File: src/rtl/pulse_stretch_pkg.sv
// Shared definitions for the pulse stretcher: state encoding, counter width
// and default timing parameters.
package pulse_stretch_pkg;

  typedef enum logic [1:0] {
    IDLE = 2'd0,
    HIGH = 2'd1,
    GAP  = 2'd2
  } state_t;

  localparam int CNT_W        = 8;
  localparam int DEF_HIGH_CYC = 4;
  localparam int DEF_GAP_CYC  = 2;
  localparam int DEF_PEND_W   = 2;

endpackage

File: src/rtl/pulse_stretch_cyc_counter.sv
// Loadable down-counter shared by the HIGH and GAP phases; holds at zero
// and reports it through the zero flag.
module cyc_counter
  import pulse_stretch_pkg::*;
(
  input  logic             clk,
  input  logic             r_n,
  input  logic             load,
  input  logic [CNT_W-1:0] load_val,
  input  logic             en,
  output logic             zero
);

  logic [CNT_W-1:0] cnt;

  always_ff @(posedge clk or negedge r_n) begin
    if (!r_n) begin
      cnt <= '0;
    end else if (load) begin
      cnt <= load_val;
    end else if (en && (cnt != '0)) begin
      cnt <= cnt - CNT_W'(1);
    end
  end

  assign zero = (cnt == '0);

endmodule

File: src/rtl/pulse_stretch.sv
// Stretches single-cycle strobes into HIGH_CYC-wide pulses separated by at
// least GAP_CYC low cycles, queueing extra strobes in a saturating counter.
// Define PULSE_STRETCH_RETRIG_EN to make a strobe during HIGH extend the pulse.
module pulse_stretch
  import pulse_stretch_pkg::*;
#(
  parameter int HIGH_CYC = DEF_HIGH_CYC,
  parameter int GAP_CYC  = DEF_GAP_CYC,
  parameter int PEND_W   = DEF_PEND_W
) (
  input  logic              clk,
  input  logic              r_n,
  input  logic              in,
  output logic              out,
  output logic              busy,
  output logic              overflow,
  output logic [1:0]        dbg_state,
  output logic [PEND_W-1:0] dbg_pend
);

  localparam logic [CNT_W-1:0]  HIGH_LD  = CNT_W'(HIGH_CYC - 1);
  localparam logic [CNT_W-1:0]  GAP_LD   = CNT_W'(GAP_CYC - 1);
  localparam logic [PEND_W-1:0] PEND_MAX = '1;

  state_t            state, state_n;
  logic [PEND_W-1:0] pend, pend_n;
  logic              out_q;
  logic              cnt_load, cnt_en, cnt_zero;
  logic [CNT_W-1:0]  cnt_ld_val;
  logic              take, deq, enq, drop;

  cyc_counter u_cnt (
    .clk      (clk),
    .r_n      (r_n),
    .load     (cnt_load),
    .load_val (cnt_ld_val),
    .en       (cnt_en),
    .zero     (cnt_zero)
  );

  always_ff @(posedge clk or negedge r_n) begin
    if (!r_n) begin
      state <= IDLE;
      pend  <= '0;
      out_q <= 1'b0;
    end else begin
      state <= state_n;
      pend  <= pend_n;
      out_q <= (state_n == HIGH);
    end
  end

  // take: the strobe is used directly this edge; deq: a queued request starts.
  always_comb begin
    state_n    = state;
    cnt_load   = 1'b0;
    cnt_ld_val = HIGH_LD;
    cnt_en     = 1'b0;
    take       = 1'b0;
    deq        = 1'b0;
    case (state)
      IDLE: begin
        if (in) begin
          state_n  = HIGH;
          cnt_load = 1'b1;
          take     = 1'b1;
        end else if (pend != '0) begin
          state_n  = HIGH;
          cnt_load = 1'b1;
          deq      = 1'b1;
        end
      end
      HIGH: begin
`ifdef PULSE_STRETCH_RETRIG_EN
        if (in) begin
          cnt_load = 1'b1;
          take     = 1'b1;
        end else if (cnt_zero) begin
          state_n    = GAP;
          cnt_load   = 1'b1;
          cnt_ld_val = GAP_LD;
        end else begin
          cnt_en = 1'b1;
        end
`else
        if (cnt_zero) begin
          state_n    = GAP;
          cnt_load   = 1'b1;
          cnt_ld_val = GAP_LD;
        end else begin
          cnt_en = 1'b1;
        end
`endif
      end
      GAP: begin
        if (cnt_zero) begin
          if (pend != '0) begin
            state_n  = HIGH;
            cnt_load = 1'b1;
            deq      = 1'b1;
          end else if (in) begin
            state_n  = HIGH;
            cnt_load = 1'b1;
            take     = 1'b1;
          end else begin
            state_n = IDLE;
          end
        end else begin
          cnt_en = 1'b1;
        end
      end
      default: state_n = IDLE;
    endcase

    // A strobe that coincides with a dequeue takes the freed slot, so pend holds.
    enq  = in && !take;
    drop = enq && !deq && (pend == PEND_MAX);
    if (enq && !deq && !drop) begin
      pend_n = pend + PEND_W'(1);
    end else if (deq && !enq) begin
      pend_n = pend - PEND_W'(1);
    end else begin
      pend_n = pend;
    end
  end

  // overflow marks the cycle in which the dropped strobe is presented.
  always_comb begin
    out       = out_q;
    busy      = (state != IDLE) || (pend != '0);
    overflow  = drop;
    dbg_state = state;
    dbg_pend  = pend;
  end

endmodule

File: config.mk
export PLATFORM = sky130hd
export DESIGN_NAME = pulse_stretch
export DESIGN_NICKNAME = d
export VERILOG_FILES = /design/src/rtl/pulse_stretch_pkg.sv /design/src/rtl/pulse_stretch_cyc_counter.sv /design/src/rtl/pulse_stretch.sv
export SDC_FILE = /design/constraint.sdc
export NUM_CORES = 1
export LEC_CHECK = 0
export CAP_MARGIN = 20
export CORE_ASPECT_RATIO = 0.8
export CORE_MARGIN = 8
export CORE_UTILIZATION = 54
export DETAILED_ROUTE_END_ITERATION = 16
export GPL_ROUTABILITY_DRIVEN = 0
export HOLD_SLACK_MARGIN = 0.06
export PLACE_DENSITY = 0.79
export SYNTH_ARGS = -nofsm -noshare
export SYNTH_HDL_FRONTEND = slang
export SYNTH_SLANG_ARGS = --single-unit
File: constraint.sdc
create_clock -name clk -period 2.8 [get_ports clk]
set_clock_uncertainty 0.1 [all_clocks]
set_input_delay 0.42 -clock clk [delete_from_list [all_inputs] [get_ports clk]]
set_output_delay 0.42 -clock clk [all_outputs]
set_load 0.02 [all_outputs]
==> metrics.csv <==
metric;value;unit
netlist_top_cells_area;dfrtp_1 (35%), ha_1 (6.7%), nor2_1 (4.9%);
fmax;373;MHz
root_buffer;clkbuf_4;
diodes;0;
synth_common_cells;dfrtp_1 (13), nor2_1 (12), inv_1 (6);
drive_gt1_share;13.4;%
dominantRegCellSynth;dfrtp_1;
finalWorstSetupSlack;121;ps
outcome;complete, no violations;
io_pins;10;
ir_worst_vdd;0.634;mV
clock_latency;270;ps
hold_buffers;0;
synth.largest_area_cell;dfrtp_1;
multiInputGateArea;588;um2
hp-class;in -> async;
hold_violations;0;
die-area;0.00331;mm2
cp-start-kind;flop;
grt_overflow;0;
pre_cts_ws;367;ps
rows;13;
worstPathRequired;2280;ps
clk_pin_slew;80;ps
fillers;136;
synthArstFlopShare;100;%
pwr-share-comb;62.1;%
seq_area;325;um2
grt_first_pass_wirelength;3.38;mm
final_area;0.00109;mm2
final_net_count;121;
rsz0062_at_grt;false;
endpoint_kind;output pin;
synth_edf_count;0;
synth_area_per_cell;9.18;um2
viasPerCell;5.96;
initial_core_util;57.0;%
cts_tree;done;
max_slew_margin;60.5;%
fin_crit;2680;ps
whs;415;ps
instances_no_fill;134;
die_h;53.1;um
portBuffers;9;
cap_viol_max_count;0;
syn_inst;101;
num_vias;798;
power_density;1190;mW/mm2
drt-total-wl;1.93;mm
critical_path.max_fanout;7;
drcViolationCount;0;
placed_cell_area;0.00104;mm2
cp.arrival;2160;ps
synth_top_area_share;35.1;%
synth.ff_latch_count;13;
yosysWarnings;0;
swShare;46.3;%
yosysMostFrequentCell;dfrtp_1;
power;1.31;mW
cts_sinks;13;
grt_pass1_vias;737;
dr.pass1.iters;4;
final_antenna_net_count;0;
syn_to_final_growth;18.1;%
leakagePower;0.432;nW
place_inst;130;
setup_violations;0;
syn_area;927;um2
tightest_slew;590;ps
chipWidth;62.3;um
grt.total_usage;12.4;%
clockPowerShare;8.9;%
syn_nets;109;
h-tree-depth;1;
fin_setup_tns;0;ps
cts_buffers;3;
core;0.00163;mm2
drt_iter0_drc;44;
intPower;0.702;mW
path_class;reg -> out;
synth_cell_types;43;
clk_path_buf_depth;2;
grt_max_degree;14;
period_share;95.7;%
antenna_found_initial;0;
routedWlPerCell;14.4;um
yosysSeqAreaShare;35.1;%
maxSlewViolCount;0;
dp_hpwl;1.46;mm
utilization;67.3;%
pwr-share-seq;29.0;%
p_sw;0.604;mW
## flip-flops by register name, indices dropped and copies added (netlist names)
signal	count
dbg_pend	2
dbg_state	2
out	1
u_cnt.cnt	8
## power by group through the flow
stage / clock [mW] / sequential, mW / combinational [mW]
floorplan: 0 / 0.385 / 0.565
global placement: 0 / 0.376 / 0.774
detailed placement: 0 / 0.380 / 0.782
CTS: 0.119 / 0.375 / 0.787
global route: 0.126 / 0.397 / 0.886
finish: 0.116 / 0.379 / 0.811
## layout make-up
cell class / instances / share of cell area (%)
Inverter: 6 / 2.06
Timing Repair Buffer: 11 / 9.60
Sequential cell: 13 / 29.7
Multi-Input combinational cell: 78 / 53.7
Clock buffer: 4 / 2.40
Tap cell: 22 / 2.51
## timing repair
item	CTS	global route
hold endpoints to repair	0	0
endpoints found under the setup margin	0	1
resized for setup	0	4
buffers inserted	0	0
## critical path, stage by stage, from the launching register on
cell,delay [ps]
dfrtp_1,440
or4_1,700
nor2_4,160
nor2_1,60
clkdlybuf4s50_1,530
## path summary, 6_finish.rpt
check                             start            to  slack (ps)  cells after the start
min in group clk           u_cnt.cnt[2]  u_cnt.cnt[2]         510                      2
max in group asynchronous           r_n  u_cnt.cnt[4]        1800                      1
min reg2reg                u_cnt.cnt[2]  u_cnt.cnt[2]         510                      2
max                        u_cnt.cnt[4]      overflow         120                      4
min                                 r_n           out         420                      1
max reg2reg                u_cnt.cnt[0]  u_cnt.cnt[1]         480                      6
## placed cells by master, fill, tap and decap left out, types with 2 or more instances in the layout
master	instances
a21oi_1	5
a31oi_1	2
buf_4	2
clkbuf_4	3
clkdlybuf4s50_1	9
dfrtp_1	13
ha_1	5
inv_1	6
mux2i_1	3
nand2_1	4
nand2b_1	2
nand3_1	2
nor2_1	11
nor3_1	4
nor4_1	2
o2111ai_1	2
o211ai_1	2
o21ai_0	4
or3_1	3
## cell families (layout without fill, tap and decap cells)
| kind of cell | count (synthesis) | count (layout) | synth area share, % |
|---|---|---|---|
| and+or+nand+nor | 46 | 46 | 30.8 |
| adders and majority gates | 5 | 5 | 6.75 |
| xor gates and xnor gates | 1 | 1 | 0.945 |
| AOI/OAI and AO/OA | 22 | 22 | 17.9 |
| muxes | 4 | 4 | 4.45 |
| buffers and inverters | 10 | 21 | 4.05 |
| DFF | 13 | 13 | 35.1 |
## layer usage
metal / track usage, % / vias to the layer above / part of all wire [%]
li1: - / 399 / -
met2: 19.2 / 22 / 44
met4: 1.13 / 0 / 0
met3: 4.42 / 0 / 6.1
met5: 0 / - / 0
met1: 16.7 / 377 / 50
Note: power is estimated with default switching activity, not from simulation.
